<file path="config.mk">
export PLATFORM = sky130hd
export DESIGN_NAME = alu_ctrl_seq
export DESIGN_NICKNAME = d
export VERILOG_FILES = /design/src/rtl/alu_ctrl_pkg.sv /design/src/rtl/alu_ctrl_seq_decode.sv /design/src/rtl/alu_ctrl_seq.sv
export SDC_FILE = /design/constraint.sdc
export NUM_CORES = 1
export LEC_CHECK = 0
export ABC_AREA = 1
export CORE_MARGIN = 2
export CORE_UTILIZATION = 35
export DETAILED_ROUTE_END_ITERATION = 16
export SETUP_SLACK_MARGIN = 0.3
export SYNTH_ARGS = -nofsm -noshare
export SYNTH_HDL_FRONTEND = slang
export SYNTH_SLANG_ARGS = --single-unit
</file>
<file path="constraint.sdc">
create_clock -name clk -period 1.24 [get_ports clk]
set_input_delay 0.248 -clock clk [delete_from_list [all_inputs] [get_ports clk]]
set_output_delay 0.248 -clock clk [all_outputs]
set_load 0.02 [all_outputs]
</file>
<file path="src/rtl/alu_ctrl_pkg.sv">
// Shared constants and types for the EX-stage ALU control unit.
// ALU operation codes, R-type func values, main-decoder classes and FSM states.
package alu_ctrl_pkg;

    localparam logic [3:0] ALU_ADD = 4'd0;
    localparam logic [3:0] ALU_SUB = 4'd1;
    localparam logic [3:0] ALU_AND = 4'd4;
    localparam logic [3:0] ALU_OR  = 4'd5;
    localparam logic [3:0] ALU_XOR = 4'd6;
    localparam logic [3:0] ALU_NOR = 4'd7;
    localparam logic [3:0] ALU_SLT = 4'd8;
    localparam logic [3:0] ALU_SLL = 4'd9;
    localparam logic [3:0] ALU_SRL = 4'd10;

    localparam logic [5:0] F_ADD  = 6'b100000;
    localparam logic [5:0] F_SUB  = 6'b100010;
    localparam logic [5:0] F_AND  = 6'b100100;
    localparam logic [5:0] F_OR   = 6'b100101;
    localparam logic [5:0] F_XOR  = 6'b100110;
    localparam logic [5:0] F_NOR  = 6'b100111;
    localparam logic [5:0] F_SLT  = 6'b101010;
    localparam logic [5:0] F_SLL  = 6'b000000;
    localparam logic [5:0] F_SRL  = 6'b000010;
    localparam logic [5:0] F_MULT = 6'b011000;
    localparam logic [5:0] F_DIV  = 6'b011010;

    localparam logic [1:0] OP_ADD     = 2'd0;
    localparam logic [1:0] OP_SUB     = 2'd1;
    localparam logic [1:0] OP_RTYPE   = 2'd2;
    localparam logic [1:0] OP_ADD_ALT = 2'd3;

    typedef enum logic [1:0] {
        IDLE = 2'd0,
        BUSY = 2'd1,
        DONE = 2'd2
    } state_e;

endpackage

</file>
<file path="src/rtl/alu_ctrl_seq_decode.sv">
// Combinational alu_op/func decoder for the ALU control unit.
// DIV is only recognised when ALU_CTRL_DIV_EN is defined; otherwise it decodes as unknown.
module alu_func_decode
    import alu_ctrl_pkg::*;
#(
    parameter int FUNC_W = 6,
    parameter int CTRL_W = 4
) (
    input  logic [1:0]        alu_op,
    input  logic [FUNC_W-1:0] func,
    output logic [CTRL_W-1:0] code,
    output logic              is_mul,
    output logic              is_div,
    output logic              illegal
);

    // Map main-decoder class and R-type func to an ALU code and MDU flags
    always_comb begin
        code    = CTRL_W'(ALU_ADD);
        is_mul  = 1'b0;
        is_div  = 1'b0;
        illegal = 1'b0;
        case (alu_op)
            OP_ADD, OP_ADD_ALT: code = CTRL_W'(ALU_ADD);
            OP_SUB:             code = CTRL_W'(ALU_SUB);
            OP_RTYPE: begin
                case (func)
                    FUNC_W'(F_ADD):  code   = CTRL_W'(ALU_ADD);
                    FUNC_W'(F_SUB):  code   = CTRL_W'(ALU_SUB);
                    FUNC_W'(F_AND):  code   = CTRL_W'(ALU_AND);
                    FUNC_W'(F_OR):   code   = CTRL_W'(ALU_OR);
                    FUNC_W'(F_XOR):  code   = CTRL_W'(ALU_XOR);
                    FUNC_W'(F_NOR):  code   = CTRL_W'(ALU_NOR);
                    FUNC_W'(F_SLT):  code   = CTRL_W'(ALU_SLT);
                    FUNC_W'(F_SLL):  code   = CTRL_W'(ALU_SLL);
                    FUNC_W'(F_SRL):  code   = CTRL_W'(ALU_SRL);
                    FUNC_W'(F_MULT): is_mul = 1'b1;
`ifdef ALU_CTRL_DIV_EN
                    FUNC_W'(F_DIV):  is_div = 1'b1;
`else
                    FUNC_W'(F_DIV):  illegal = 1'b1;
`endif
                    default:         illegal = 1'b1;
                endcase
            end
            default: code = CTRL_W'(ALU_ADD);
        endcase
    end

endmodule

</file>
<file path="src/rtl/alu_ctrl_seq.sv">
// EX-stage ALU control unit: registered control word plus MULT/DIV busy sequencer.
// Define ALU_CTRL_DIV_EN to decode and sequence DIV; otherwise DIV decodes as unknown.
module alu_ctrl_seq
    import alu_ctrl_pkg::*;
#(
    parameter int FUNC_W  = 6,
    parameter int CTRL_W  = 4,
    parameter int MUL_LAT = 4,
    parameter int DIV_LAT = 16,
    parameter int CNT_W   = 5
) (
    input  logic              clk,
    input  logic              rst_n,
    input  logic              valid_in,
    input  logic [1:0]        alu_op,
    input  logic [FUNC_W-1:0] func,
    input  logic              flush,
    output logic [CTRL_W-1:0] alu_control,
    output logic              ctrl_valid,
    output logic              illegal,
    output logic              mdu_start,
    output logic              mdu_div,
    output logic              stall,
    output logic              hilo_we
);

    state_e            state_r, state_nx_s;
    logic [CNT_W-1:0]  cnt_r, cnt_nx_s, cnt_init_s;
    logic [CTRL_W-1:0] dec_code_s, code_r, code_nx_s;
    logic              dec_mul_s, dec_div_s, dec_ill_s, mdu_op_s;
    logic              cv_r, cv_nx_s;
    logic              ill_r, ill_nx_s;
    logic              start_r, start_nx_s;
    logic              hilo_r, hilo_nx_s;
    logic              stall_s;
`ifdef ALU_CTRL_DIV_EN
    logic              div_r, div_nx_s;
`endif

    alu_func_decode #(
        .FUNC_W (FUNC_W),
        .CTRL_W (CTRL_W)
    ) u_decode (
        .alu_op  (alu_op),
        .func    (func),
        .code    (dec_code_s),
        .is_mul  (dec_mul_s),
        .is_div  (dec_div_s),
        .illegal (dec_ill_s)
    );

    // The counter is loaded with LAT-2: the issue cycle and the final BUSY cycle bracket it
    assign mdu_op_s   = dec_mul_s | dec_div_s;
    assign cnt_init_s = dec_div_s ? CNT_W'(DIV_LAT - 2) : CNT_W'(MUL_LAT - 2);

    // Next-state, counter and next-output logic
    always_comb begin
        state_nx_s = state_r;
        cnt_nx_s   = cnt_r;
        code_nx_s  = code_r;
        cv_nx_s    = 1'b0;
        ill_nx_s   = 1'b0;
        start_nx_s = 1'b0;
        hilo_nx_s  = 1'b0;
        stall_s    = 1'b0;
`ifdef ALU_CTRL_DIV_EN
        div_nx_s   = div_r;
`endif
        case (state_r)
            IDLE: begin
                if (flush) begin
                    state_nx_s = IDLE;
                end else if (valid_in) begin
                    code_nx_s = dec_code_s;
                    cv_nx_s   = 1'b1;
                    ill_nx_s  = dec_ill_s;
                    if (mdu_op_s) begin
                        stall_s    = 1'b1;
                        start_nx_s = 1'b1;
                        cnt_nx_s   = cnt_init_s;
                        state_nx_s = BUSY;
`ifdef ALU_CTRL_DIV_EN
                        div_nx_s   = dec_div_s;
`endif
                    end else begin
                        state_nx_s = IDLE;
                    end
                end else begin
                    state_nx_s = IDLE;
                end
            end
            BUSY: begin
                stall_s = 1'b1;
                if (flush) begin
                    state_nx_s = IDLE;
                    cnt_nx_s   = {CNT_W{1'b0}};
                end else if (cnt_r == {CNT_W{1'b0}}) begin
                    state_nx_s = DONE;
                    cv_nx_s    = 1'b1;
                    hilo_nx_s  = 1'b1;
                end else begin
                    cnt_nx_s = cnt_r - CNT_W'(1);
                end
            end
            DONE: begin
                // The stalled MULT/DIV is still in ID/EX here, so inputs are ignored
                state_nx_s = IDLE;
            end
            default: begin
                state_nx_s = IDLE;
                cnt_nx_s   = {CNT_W{1'b0}};
            end
        endcase
    end

    // FSM state and latency counter register
    always_ff @(posedge clk or negedge rst_n) begin
        if (!rst_n) begin
            state_r <= IDLE;
            cnt_r   <= {CNT_W{1'b0}};
        end else begin
            state_r <= state_nx_s;
            cnt_r   <= cnt_nx_s;
        end
    end

    // Registered control outputs
    always_ff @(posedge clk or negedge rst_n) begin
        if (!rst_n) begin
            code_r  <= {CTRL_W{1'b0}};
            cv_r    <= 1'b0;
            ill_r   <= 1'b0;
            start_r <= 1'b0;
            hilo_r  <= 1'b0;
        end else begin
            code_r  <= code_nx_s;
            cv_r    <= cv_nx_s;
            ill_r   <= ill_nx_s;
            start_r <= start_nx_s;
            hilo_r  <= hilo_nx_s;
        end
    end

`ifdef ALU_CTRL_DIV_EN
    // MDU operation select, held from issue until the next issue
    always_ff @(posedge clk or negedge rst_n) begin
        if (!rst_n) begin
            div_r <= 1'b0;
        end else begin
            div_r <= div_nx_s;
        end
    end
    assign mdu_div = div_r;
`else
    assign mdu_div = 1'b0;
`endif

    assign alu_control = code_r;
    assign ctrl_valid  = cv_r;
    assign illegal     = ill_r;
    assign mdu_start   = start_r;
    // A flush arriving in the DONE cycle must still be able to squash the write
    assign hilo_we     = hilo_r & ~flush;
    assign stall       = stall_s & rst_n;

endmodule

</file>
==> results.cfg, run 1 <==
[run]
drv_cap = 0

[cells_and_area]
final_util_pct = 68.83
nets = 232
fill_cells = 203
num_antenna_cells = 0
drive_gt1_share_pct = 56.48
area_growth_pct = 88.94

[clocking]
clock_path_buffers = 2
htree_levels = 1
cts_buffers = 3
cts-root-buf = clkbuf_4
tritoncts = done
clk_latency_ps = 280
clock_sinks = 15
clk_pin_slew_ps = 100

[drt]
wl_per_cell_um = 13.59
ant_nets = 0
drt_iter0_drc = 25
post_drt_via_cell_ratio = 4.794
firstDrtPassIters = 6
wl_mm = 3.356
drc = 0
vias = 1184

[synthesis]
ys_seq_area_share_pct = 37.69
syn_avg_cell_area_um2 = 7.270
synth_simple_gate_area_share_pct = 44.72
synth-adder-area-share_pct = 3.769
syn_nets = 152
synth_top_family_by_area = simple AND/OR/NAND/NOR gates
synth_compound_area_share_pct = 4.899
synth_xor_area_share_pct = 0
synthCells = 137
synthMuxAreaShare_pct = 0
netlist_area_um2 = 996.0
synthDistinctLibCells = 22
synth-seq-cells = 15
ys.warnings.count = 0

[setup_path]
cpMostUsedCell = nor2_4
crit_chain = nor2_4 -> nand3_4 -> inv_2 -> nand2_4 -> nor2_4 -> o21a_2 -> buf_6
worstPathMaxFanout = 2
r2r_cells = 11
worstPathArrival_ps = 1390
cpMaxStageDelayCell = dfrtp_1
cp_top_family = flip-flops
path_class = reg -> out
end_kind = output pin
required_ps = 990
rrSetupSlack_ps = -330
cp-start-kind = flop
reg2reg_to = cnt_r[3]$_DFFE_PN0P_
cp_num_buf_inv = 2
cpPeakStageDelay_ps = 430
r2r-start = state_r[0]$_DFFE_PN0P_

[worst_hold_path]
hp-class = in -> async

[sta]
fin_ws_ps = -398.2
fin_skew_ps = 4.697
finalCritPeriodShare_pct = 132.1
setup_viol = 15
hold_violations = 0
rsz0062_at_grt = true
drv_slew = 0
min_period_ps = 1638
fmax_mhz = 610.4

[global_route]
grt_pass1_vias = 1162
overflow = 0
grt_max_degree = 16
grt_usage_pct = 20.56
grt_pass1_wl_mm = 5.161
antenna_found_initial = 0

[floorplan]
ios = 22
dieWidth_um = 57.35
die_h_um = 57.35
core_mm2 = 0.002734
initial_core_util_pct = 36.43
rows = 19
die-area_mm2 = 0.003288

[outcome]
status = complete, but fails checks
violations = negative setup slack

[pwr]
irDropWorstVdd_uv = 633.5
power_density_mw_per_mm2 = 606.5
p_leak_nw = 0.9786
power_mw = 1.141

[placement]
io_buffer_count = 20
dp.final_hpwl_mm = 1.962
post-place-ws_ps = -986.3
gp_congestion = 0.7909
## cells by family (layout without fill, tap and decap cells)
| logic type | Yosys count | count (layout) |
|---|---|---|
| buf+inv | 21 | 100 |
| flops | 15 | 15 |
| simple gates | 90 | 90 |
| compound gates | 7 | 7 |
| fa+ha+maj | 3 | 3 |
| other cells | 1 | 1 |
## final cells by class
cell class | instances | area (µm²) | area share [%]
repair buffers | 76 | 668.1 | 35.51
well taps | 31 | 38.79 | 2.061
inverters | 20 | 80.08 | 4.255
multi-input cells | 101 | 691.9 | 36.77
flip-flops and latches | 15 | 376.6 | 20.01
clock buffers | 4 | 26.28 | 1.396
## Yosys cell counts
cell | count | area (µm²)
o21a_1 | 1 | 7.510
o21ai_1 | 4 | 20.02
dfrtp_1 | 15 | 375.4
nor2_2 | 3 | 18.77
a21oi_4 | 1 | 16.27
buf_4 | 1 | 7.510
nor2_4 | 3 | 33.78
nor2_1 | 23 | 86.33
nor3_2 | 1 | 10.01
conb_1 | 1 | 3.750
nand3_4 | 1 | 17.52
inv_4 | 1 | 6.260
inv_2 | 2 | 7.510
nand2_1 | 34 | 127.6
nand3_1 | 19 | 95.09
nand2_2 | 1 | 6.260
inv_1 | 17 | 63.81
o21ai_0 | 1 | 5.000
nand3_2 | 1 | 10.01
or2_2 | 1 | 6.260
nand2_4 | 3 | 33.78
ha_1 | 3 | 37.54
## how the worst max path moves through the flow
stage | from | to | cells after the start
after CTS | state_r[1]$_DFFE_PN0P_ | stall | 7
after global routing | state_r[0]$_DFFE_PN0P_ | stall | 7
final | state_r[0]$_DFFE_PN0P_ | stall | 7
after detailed placement | func[1] | stall | 8
after global placement | func[1] | stall | 8
after floorplan | state_r[1]$_DFFE_PN0P_ | stall | 6
## layer usage
layer	track usage (%)	part of all wire [%]
met4	7.309	2.7
met5	0	0
met3	3.175	4.3
met2	39.29	53
met1	22.55	40
## registers in the layout, summed over array words and instances (netlist names)
name / cells
mdu_start: 1
alu_control: 4
illegal: 1
ctrl_valid: 1
cnt_r: 5
state_r: 2
hilo_r: 1
## power breakdown
group          internal [mW]  total [mW]  switching (mW)
Combinational          0.171       0.338           0.167
Clock                  0.125       0.298           0.174
Sequential             0.499       0.505         0.00575
## cells in the final DEF (no fill, tap or decap), types with 2 or more instances in the layout
cell type / n
nand2_4: 5
o21ai_2: 4
dfrtp_1: 14
clkdlybuf4s50_1: 2
nand2_2: 10
inv_1: 15
nand2_1: 23
nand3_2: 3
nor2_2: 6
nor2_1: 14
nand3_4: 3
buf_4: 45
inv_4: 2
clkdlybuf4s15_2: 2
nor2_4: 9
inv_2: 3
nand3_1: 15
buf_6: 20
clkbuf_4: 3
dlygate4sd2_1: 6
## what timing repair did
item	4_1_cts	5_1_grt
hold buffers	0	0
pin swaps	19	10
resized for setup	99	20
buffers inserted	20	9
cloned	0	0
endpoints found under the setup margin	24	24
## stage by stage
| stage | hold slack (ps) | std cells | area [µm²] | TNS [ps] |
|---|---|---|---|---|
| detailed placement | 465.0 | 214 | 1455 | -6994 |
| floorplan | -47.59 | 137 | 1021 | -70.08 |
| global placement | 472.4 | 214 | 1455 | -6557 |
| finish | 365.9 | 247 | 1882 | -3050 |
| CTS | 379.7 | 238 | 1747 | -2295 |
| global route | 381.6 | 247 | 1882 | -3955 |
Power figures use the tool's default switching activity.
==> run 2, diff against run 1 <==
--- a/config.mk
+++ b/config.mk
@@ -8,7 +8,9 @@
 export ABC_AREA = 1
 export CORE_MARGIN = 2
 export CORE_UTILIZATION = 35
+export CTS_CLUSTER_DIAMETER = 120
 export DETAILED_ROUTE_END_ITERATION = 16
+export HOLD_SLACK_MARGIN = 0.05
 export SETUP_SLACK_MARGIN = 0.3
 export SYNTH_ARGS = -nofsm -noshare
 export SYNTH_HDL_FRONTEND = slang
==> constraint.sdc (replaced) <==
create_clock -name clk -period 1.4 [get_ports clk]
set_input_delay 0.28 -clock clk [delete_from_list [all_inputs] [get_ports clk]]
set_output_delay 0.28 -clock clk [all_outputs]
set_load 0.02 [all_outputs]
==> run 2 against run 1 <==
Against the previous run:
- the run still ends with negative setup slack left
- non-clock buffer count is 5 lower
- wire length is 4.4% lower
- setup slack better by 140 ps
- via count is 1.9% lower
- clock power is 14% lower
- global-route usage is 0.74 points higher
- count of clock-buffer cells in the layout is 1 lower
- highest routed layer unchanged
- largest cell class unchanged
- sequential power is 11% lower
==> results.cfg, run 2 (same netlist as run 1, synthesis figures left out) <==
[outcome]
status = complete, but fails checks
violations = negative setup slack

[sta]
fin_ws_ps = -259.0
rsz0062_at_grt = true
finalCritPeriodShare_pct = 118.5
fmax_mhz = 602.8
setup_viol = 11
min_period_ps = 1659
fin_skew_ps = 4.843
fin_setup_tns_ps = -1905
hold_violations = 0
holdWs_ps = 408.8
drv_slew = 0

[clocking]
clock_path_buffers = 2
clk_latency_ps = 290
cts_buffers = 3
clk_pin_slew_ps = 90
htree_levels = 1
clock_sinks = 15
cts-root-buf = clkbuf_4
tritoncts = done

[global_route]
overflow = 0
grt_pass1_wl_mm = 5.395
grt_usage_pct = 21.29
antenna_found_initial = 0
grt_max_degree = 16
grt_pass1_vias = 1223

[cells_and_area]
num_antenna_cells = 0
ff_latch_area_um2 = 376.6
regMostFlops = cnt_r
drive_gt1_share_pct = 58.77
mostFrequentLayoutCells = buf_4 (38), buf_6 (24), nand2_1 (23)
final_util_pct = 67.64
largest_reg_flops = 5
nets = 227
final_common_cell = buf_4
fill_cells = 200
area_growth_pct = 85.68
stdcell_count = 242
finalInstanceArea_mm2 = 0.001849
multi_input_area_um2 = 690.7

[pwr]
p_leak_nw = 0.9590
irDropWorstVdd_uv = 662.4
power_density_mw_per_mm2 = 537.4
power_mw = 0.9937

[drt]
drt_iter0_drc = 44
drc = 0
firstDrtPassIters = 4
post_drt_via_cell_ratio = 4.802
vias = 1162
wl_per_cell_um = 13.26
wl_mm = 3.208
ant_nets = 0

[run]
drv_cap = 0

[placement]
place_area_mm2 = 0.001418
post-place-ws_ps = -861.5
io_buffer_count = 20
dp_cells = 209
gp_congestion = 0.8587
dp.final_hpwl_mm = 1.899

[floorplan]
core_mm2 = 0.002734
initial_core_util_pct = 36.43
rows = 19
die_h_um = 57.35
ios = 22
die-area_mm2 = 0.003288
dieWidth_um = 57.35

[setup_path]
path_class = reg -> out
worstPathArrival_ps = 1380
rrSetupSlack_ps = -260
worstPathMaxFanout = 2
end_kind = output pin
cp-start-kind = flop
required_ps = 1120

[worst_hold_path]
hp-class = in -> async
-- run 2: changes by cell type in the layout (fill, tap and decap cells not counted), moves of 2 or more --
| cell | previous run | this run |
|---|---|---|
| nor2_4 | 9 | 11 |
| inv_2 | 3 | 5 |
| buf_6 | 20 | 24 |
| buf_4 | 45 | 38 |
| inv_1 | 15 | 13 |
| nor2_1 | 14 | 12 |
| dlygate4sd2_1 | 6 | 2 |
-- run 2: layer usage --
layer / share of wire, % / vias to the layer above / track usage [%]
met5: 0 / - / 0
met4: 3.0 / 0 / 6.645
met3: 6.5 / 12 / 4.762
met2: 53 / 50 / 37.99
met1: 38 / 524 / 25.25
li1: - / 576 / -
-- run 2: critical path, stage by stage, from the launching register on --
cell and delay, ps:
dfrtp_1 410, nor2_4 140, nand3_4 80, inv_2 70
nand2_4 60, nor2_4 80, o21a_2 130, buf_6 110
-- run 2: area by class of cell --
| type | instances | area share, % |
|---|---|---|
| clock inverters | 1 | 0.2706 |
| flip-flops and latches | 15 | 20.37 |
| multi-input cells | 101 | 37.35 |
| well taps | 31 | 2.097 |
| repair buffers | 71 | 34.37 |
| inverters | 20 | 4.330 |
| clock buffers | 3 | 1.218 |
-- run 2: path summary, 6_finish.rpt --
check	startpoint	endpoint	depth (start not counted)
setup / recovery	state_r[0]$_DFFE_PN0P_	stall	7
hold / removal	rst_n	state_r[1]$_DFFE_PN0P_	2
setup reg to reg	state_r[0]$_DFFE_PN0P_	alu_control[3]$_DFFE_PN0P_	11
hold reg to reg	alu_control[1]$_DFFE_PN0P_	alu_control[1]$_DFFE_PN0P_	2
max in group asynchronous	rst_n	state_r[1]$_DFFE_PN0P_	2
min in group clk	func[2]	alu_control[1]$_DFFE_PN0P_	6
-- run 2: power by group --
part           total, mW  leakage (nW)  internal, mW  switching, mW
Clock              0.255        0.0177         0.106          0.148
Combinational      0.290         0.738         0.146          0.144
Sequential         0.449         0.204         0.442        0.00701
-- run 2: what timing repair did --
action / 4_1_cts / 5_1_grt
pin swaps: 18 / 8
endpoints found under the setup margin: 23 / 24
setup buffers: 28 / 1
hold buffers: 0 / 0
gates resized for setup: 109 / 28
